==> src/rtl/serial_subtractor.sv <==
// Bit-serial unsigned subtractor: a - b, one full-subtractor step per clock, LSB first.
// Optional macro SERIAL_SUB_SAT_EN clamps the result to 0 when the final borrow is set.
module serial_subtractor #(
   parameter int unsigned WIDTH = 8
) (
   input  logic             clk,
   input  logic             rst_n,
   input  logic             start,
   input  logic [WIDTH-1:0] a,
   input  logic [WIDTH-1:0] b,
   output logic             busy,
   output logic             done,
   output logic [WIDTH-1:0] diff,
   output logic             borrow,
   output logic             zero
);

   localparam int unsigned IDX_W = (WIDTH > 1) ? $clog2(WIDTH) : 1;

   typedef enum logic [1:0] {
      ST_IDLE,
      ST_RUN,
      ST_DONE
   } state_t;

   state_t             state_q, state_d;
   logic [WIDTH-1:0]   a_sh_q, a_sh_d;
   logic [WIDTH-1:0]   b_sh_q, b_sh_d;
   logic [WIDTH-1:0]   res_q, res_d;
   logic [IDX_W-1:0]   idx_q, idx_d;
   logic               bin_q, bin_d;
   logic [WIDTH-1:0]   diff_q, diff_d;
   logic               borrow_q, borrow_d;
   logic               zero_q, zero_d;
   logic               busy_q, busy_d;
   logic               done_q, done_d;

   logic               a_bit, b_bit, d_bit, bout;
   logic [WIDTH-1:0]   res_next, diff_fin;

   // Next-state, datapath step and result capture
   always_comb begin
      state_d  = state_q;
      a_sh_d   = a_sh_q;
      b_sh_d   = b_sh_q;
      res_d    = res_q;
      idx_d    = idx_q;
      bin_d    = bin_q;
      diff_d   = diff_q;
      borrow_d = borrow_q;
      zero_d   = zero_q;

      a_bit    = a_sh_q[0];
      b_bit    = b_sh_q[0];
      d_bit    = a_bit ^ b_bit ^ bin_q;
      bout     = (~a_bit & b_bit) | (~(a_bit ^ b_bit) & bin_q);
      res_next = {d_bit, res_q[WIDTH-1:1]};
      diff_fin = res_next;
`ifdef SERIAL_SUB_SAT_EN
      if (bout) diff_fin = '0;
`endif

      unique case (state_q)
         ST_IDLE: begin
            if (start) begin
               state_d = ST_RUN;
               a_sh_d  = a;
               b_sh_d  = b;
               res_d   = '0;
               idx_d   = '0;
               bin_d   = 1'b0;
            end
         end
         ST_RUN: begin
            a_sh_d = a_sh_q >> 1;
            b_sh_d = b_sh_q >> 1;
            res_d  = res_next;
            bin_d  = bout;
            idx_d  = IDX_W'(idx_q + 1'b1);
            // Last bit: publish result on the same edge that enters DONE
            if (idx_q == IDX_W'(WIDTH - 1)) begin
               state_d  = ST_DONE;
               diff_d   = diff_fin;
               borrow_d = bout;
               zero_d   = (diff_fin == '0);
            end
         end
         ST_DONE: state_d = ST_IDLE;
         default: state_d = ST_IDLE;
      endcase

      busy_d = (state_d == ST_RUN);
      done_d = (state_d == ST_DONE);
   end

   always_ff @(posedge clk or negedge rst_n) begin
      if (!rst_n) begin
         state_q  <= ST_IDLE;
         a_sh_q   <= '0;
         b_sh_q   <= '0;
         res_q    <= '0;
         idx_q    <= '0;
         bin_q    <= 1'b0;
         diff_q   <= '0;
         borrow_q <= 1'b0;
         zero_q   <= 1'b0;
         busy_q   <= 1'b0;
         done_q   <= 1'b0;
      end else begin
         state_q  <= state_d;
         a_sh_q   <= a_sh_d;
         b_sh_q   <= b_sh_d;
         res_q    <= res_d;
         idx_q    <= idx_d;
         bin_q    <= bin_d;
         diff_q   <= diff_d;
         borrow_q <= borrow_d;
         zero_q   <= zero_d;
         busy_q   <= busy_d;
         done_q   <= done_d;
      end
   end

   assign busy   = busy_q;
   assign done   = done_q;
   assign diff   = diff_q;
   assign borrow = borrow_q;
   assign zero   = zero_q;

endmodule

==> config.mk <==
export PLATFORM = sky130hd
export DESIGN_NAME = serial_subtractor
export DESIGN_NICKNAME = d
export VERILOG_FILES = /design/src/rtl/serial_subtractor.sv
export SDC_FILE = /design/constraint.sdc
export NUM_CORES = 1
export LEC_CHECK = 0
export BUFFER_PORTS_ARGS = -buffer_cell sky130_fd_sc_hd__buf_2
export CORE_MARGIN = 8
export CORE_UTILIZATION = 45
export CTS_BUF_LIST = sky130_fd_sc_hd__clkbuf_2 sky130_fd_sc_hd__clkbuf_4 sky130_fd_sc_hd__clkbuf_8
export DETAILED_ROUTE_END_ITERATION = 12
export PLACE_DENSITY = 0.78
export SKIP_CTS_REPAIR_TIMING = 1
export SLEW_MARGIN = 20
export SYNTH_ARGS = -nofsm -noshare
export SYNTH_HDL_FRONTEND = slang
export SYNTH_SLANG_ARGS = --single-unit
==> constraint.sdc <==
create_clock -name clk -period 1.4 [get_ports clk]
set_clock_uncertainty 0.05 [all_clocks]
set_input_delay 0.14 -clock clk [delete_from_list [all_inputs] [get_ports clk]]
set_output_delay 0.14 -clock clk [all_outputs]
set_load 0.02 [all_outputs]
---- Word level (Yosys, flattened, before mapping) ----
Cells that the tools add are included.
Widths: inputs -> output; s select.
storage, ports and cells
  flip-flop bits (word level) ............. 42
  bits in latches ......................... 0
  RAM bits ................................ 0
  memory bits (read-only) ................. 0
  input port bits ......................... 19
  output and inout bits ................... 12
  logic and storage cells ................. 42
  memories ................................ 0
cells by class
  add/subtract/negate cells ............... 1
  multipliers ............................. 0
  divide/modulo/power cells ............... 0
  magnitude comparators ................... 0
  equal/unequal tests ..................... 5
  shifts and indexed selects .............. 0
  multiplexer cells ....................... 13
  bitwise gates (word level) .............. 7
  reduce and logical (&&, ||, !) cells .... 5
operator list
  operator             number
  $pmux 8 s2           3
  $mux 8               3
  $logic_not 8->1      1
  $pmux 3 s2           1
  $eq 2x1->1 const B   2
  $mux 2               2
  $pmux 2 s2           1
  $reduce_and 2->1     2
  $add 3x1->3 const B  1
  $eq 3x3->1 const B   1
  $mux 3               1
  $and 1x1->1          2
  $eq 2x2->1 const B   1
  $logic_not 2->1      1
  $ne 2x2->1 const B   1
  $not 1->1            2
  $pmux 1 s2           1
  $reduce_bool 2->1    1
  $xor 1x1->1          2
  $mux 1               1
  $or 1x1->1           1

---- Logic depth before layout (Yosys ltp) ----
  depth after elaboration ................. 5
  gate-level depth with buffers ........... 6
  depth with buffers taken out ............ 5

---- Worst setup path before layout ----
No wires, ideal clock.
  path type ............................... register to register
  from .................................... register idx_q[0]
  to ...................................... register diff_q[4], in the netlist diff[4]
  setup time .............................. 0.125 ns
  arrival ................................. 1.325 ns
  required time ........................... 1.225 ns
  path slack .............................. -0.101 ns
  cell stages (with the launch flop) ...... 6
  path buffers ............................ 1
  cells stage by stage .................... dfrtp_1 ha_1 ha_1 nand3b_4 buf_6 mux2_4
between the ends
  longest elaborated chain between the ends .. 2
ends and longest elaborated chain
  element                     RTL line  source
  from (decl)                 30        logic [IDX_W-1:0] idx_q, idx_d;
  from (signal assigned)      114       idx_q <= idx_d;
  $eq 3x3->1                  81        if (idx_q == IDX_W'(WIDTH - 1)) begin
  $reduce_and 2->1 (no line)  -
  to (signal assigned)        116       diff_q <= diff_d;
  to (decl)                   32        logic [WIDTH-1:0] diff_q, diff_d;
No other way between the ends.
A chain may end at the register's enable or synchronous reset.

---- Final worst setup path ----
  from .................................... register a_sh_q[0]
  to ...................................... register zero_q, in the netlist zero
between the ends
  longest elaborated chain between the ends .. 3
ends and longest elaborated chain
  element                   RTL line  source
  from (decl)               27        logic [WIDTH-1:0] a_sh_q, a_sh_d;
  from (signal assigned)    111       a_sh_q <= a_sh_d;
  $xor 1x1->1 (2 in a row)  55        d_bit = a_bit ^ b_bit ^ bin_q;
  named net d_bit           38        logic a_bit, b_bit, d_bit, bout;
  $logic_not 8->1           85        zero_d = (diff_fin == '0);
  to (signal assigned)      118       zero_q <= zero_d;
  to (decl)                 34        logic zero_q, zero_d;
The timed path passes the listed nets, and every way through them passes these cells.

==> flow_metrics.tcl <==
set metrics [dict create \
    io_buffers 30 \
    dp_worst_setup_slack_ns -0.0682 \
    drive_above_1_share 0.356 \
    met3_usage 0.0376 \
    initial_core_util 0.472 \
    htree_levels 2 \
    placed_cells 221 \
    die_area_um2 6120 \
    required_ns 1.57 \
    diodes 0 \
    seq_area_frac_synth 0.589 \
    status "finished, violations left" \
    worstMarginPinSlew_ns 0.507 \
    yosysUniqueCellTypes 21 \
    grt_max_degree 42 \
    synth_area_leaders "dfrtp_1 59%, a22oi_1 6.0%, o21ai_0 5.2%, a22o_1 4.5%, nand2_1 4.5%" \
    hold_path_class "in -> reg" \
    vias 1300 \
    crit_path_end_kind "register" \
    worst_ep_arrival_time_ns 1.61 \
    fmax_mhz 696 \
    max_slew_margin 0.662 \
    wl_per_cell_um 15.8 \
    mostFrequentLayoutCells "40 x dfrtp_1, 30 x buf_2, 21 x nand2_1" \
    ys_warn_count 0 \
    cts_tree "built" \
    power.density_nw_per_um2 2120 \
    fin_crit_ns 1.44 \
    finalMaxSlewViolations 0 \
    synthFlopType "dfrtp_1" \
    synth.largest_area_cell "dfrtp_1" \
    fin_nets 209 \
    total_power_mw 4.56 \
    utilization 0.584 \
    boundaryPins 31 \
    rows 22 \
    grt_pass1_wl_mm 5.89 \
    numCtsBuffers 5 \
    grt_pass1_vias 1282 \
    cp_max_fo 3 \
    placed_cell_area_um2 1970 \
    syn_nets 165 \
    dp_hpwl_mm 2.43 \
    chipHeight_um 78.2 \
    coreArea_um2 3690 \
    syn_avg_cell_area_um2 12.2 \
    synth-seq-cells 41 \
    path_class "reg -> reg" \
    cap_violations 0 \
    synth_top_area_frac 0.589 \
    clk_latency_ns 0.29 \
    irDropWorstVdd_mv 0.758 \
    wl_mm 3.73 \
    violations "setup timing" \
    final.period_utilization 1.03 \
    met1_usage 0.133 \
    worstSetupStartpointType "register" \
    clock_path_buffers 2 \
    drt_pass1_iterations 4 \
    ff2ff_setup_slack_ns -0.04 \
    synthToLayoutAreaGrowth_pct 23.8 \
    holdWs_ns 0.0916 \
    die_w_um 78.2 \
    clkTransAtPathRegs_ns 0.08 \
    grt_antenna_before_repair 0 \
    final_common_cell "dfrtp_1" \
    finalSetupViolCount 8 \
    grt.met2_usage 0.198 \
    vias_per_cell 5.51 \
    finalSetupTns_ns -0.104 \
    ctsRootBufferMaster "clkbuf_8" \
    hold_violations 0 \
    finalNonFillerCells 236 \
    syn-instance-count 143 \
    drc_errors 0 \
    fin_area_um2 2160 \
    p_leak_nw 1.05 \
    gp_congestion 0.730 \
    syn_area_um2 1740 \
    clock_sinks 41 \
    top_usage_layer "met2" \
    first_iter_violations 92 \
    fillers 306 \
    worst_slack_ns -0.0361 \
    ant_nets 0 \
    grtUsageTotal 0.118 \
    synthArstFlopShare 1.00 \
    grt.overflow.total 0 \
    synth_edf_count 0 \
    rsz0062_at_grt "true" \
]
cells in the mapped netlist, types with 4 or more instances:
cell type and n:
a22oi_1 14, inv_1 5, a22o_1 9, mux2_2 4
nand2_1 21, mux2_4 4, o21ai_0 18, buf_6 4
a21oi_1 4, nor2b_1 4, dfrtp_1 41
routing by layer:
layer / vias to the layer above / part of all wire
met5: - / 0
met4: 0 / 0.015
met3: 6 / 0.055
met2: 46 / 0.53
met1: 652 / 0.40
li1: 596 / -
cell type report:
class                   instances  area [µm²]  area share
clock inverters                 3        17.5     0.00813
well taps                      48        60.1      0.0279
repair buffers                 45         290       0.135
clock buffers                   5        68.8      0.0319
multi-input cells              89         673       0.312
inverters                       5        18.8     0.00871
flip-flops and latches         41        1030       0.476
logic make-up after synthesis:
group           after synthesis  synth area share
flops                        41             0.589
buf+inv                      14            0.0532
compound gates               48             0.185
simple gates                 29            0.0862
fa+ha+maj                     3            0.0259
mux                           8            0.0603
registers in the layout, summed over array words and instances (netlist names):
name     count
a_sh_q       8
b_sh_q       8
diff         8
res_q        7
idx_q        3
state_q      2
bin_q        1
borrow       1
busy         1
done         1
zero         1
report_power, final:
group          switching [mW]  internal (mW)
Combinational           0.881          0.930
Clock                   0.409          0.344
Sequential              0.346           1.65
worst paths after layout:
path,startpoint,endpoint,depth (start not counted)
worst max-delay path,a_sh_q[0],zero,4
worst min-delay path,b[4],b_sh_q[4],3
worst max register to register,a_sh_q[0],zero,4
worst min register to register,b_sh_q[1],b_sh_q[1],2
max in group asynchronous,rst_n,state_q[0],3
min in group asynchronous,rst_n,diff[3],3
critical path: stages (launching register included):
cell     delay, ns
dfrtp_1       0.41
fa_1          0.54
nor4_1        0.18
nand2_1       0.08
o21ai_1       0.12
No activity file was read; power rests on OpenSTA's default activity.
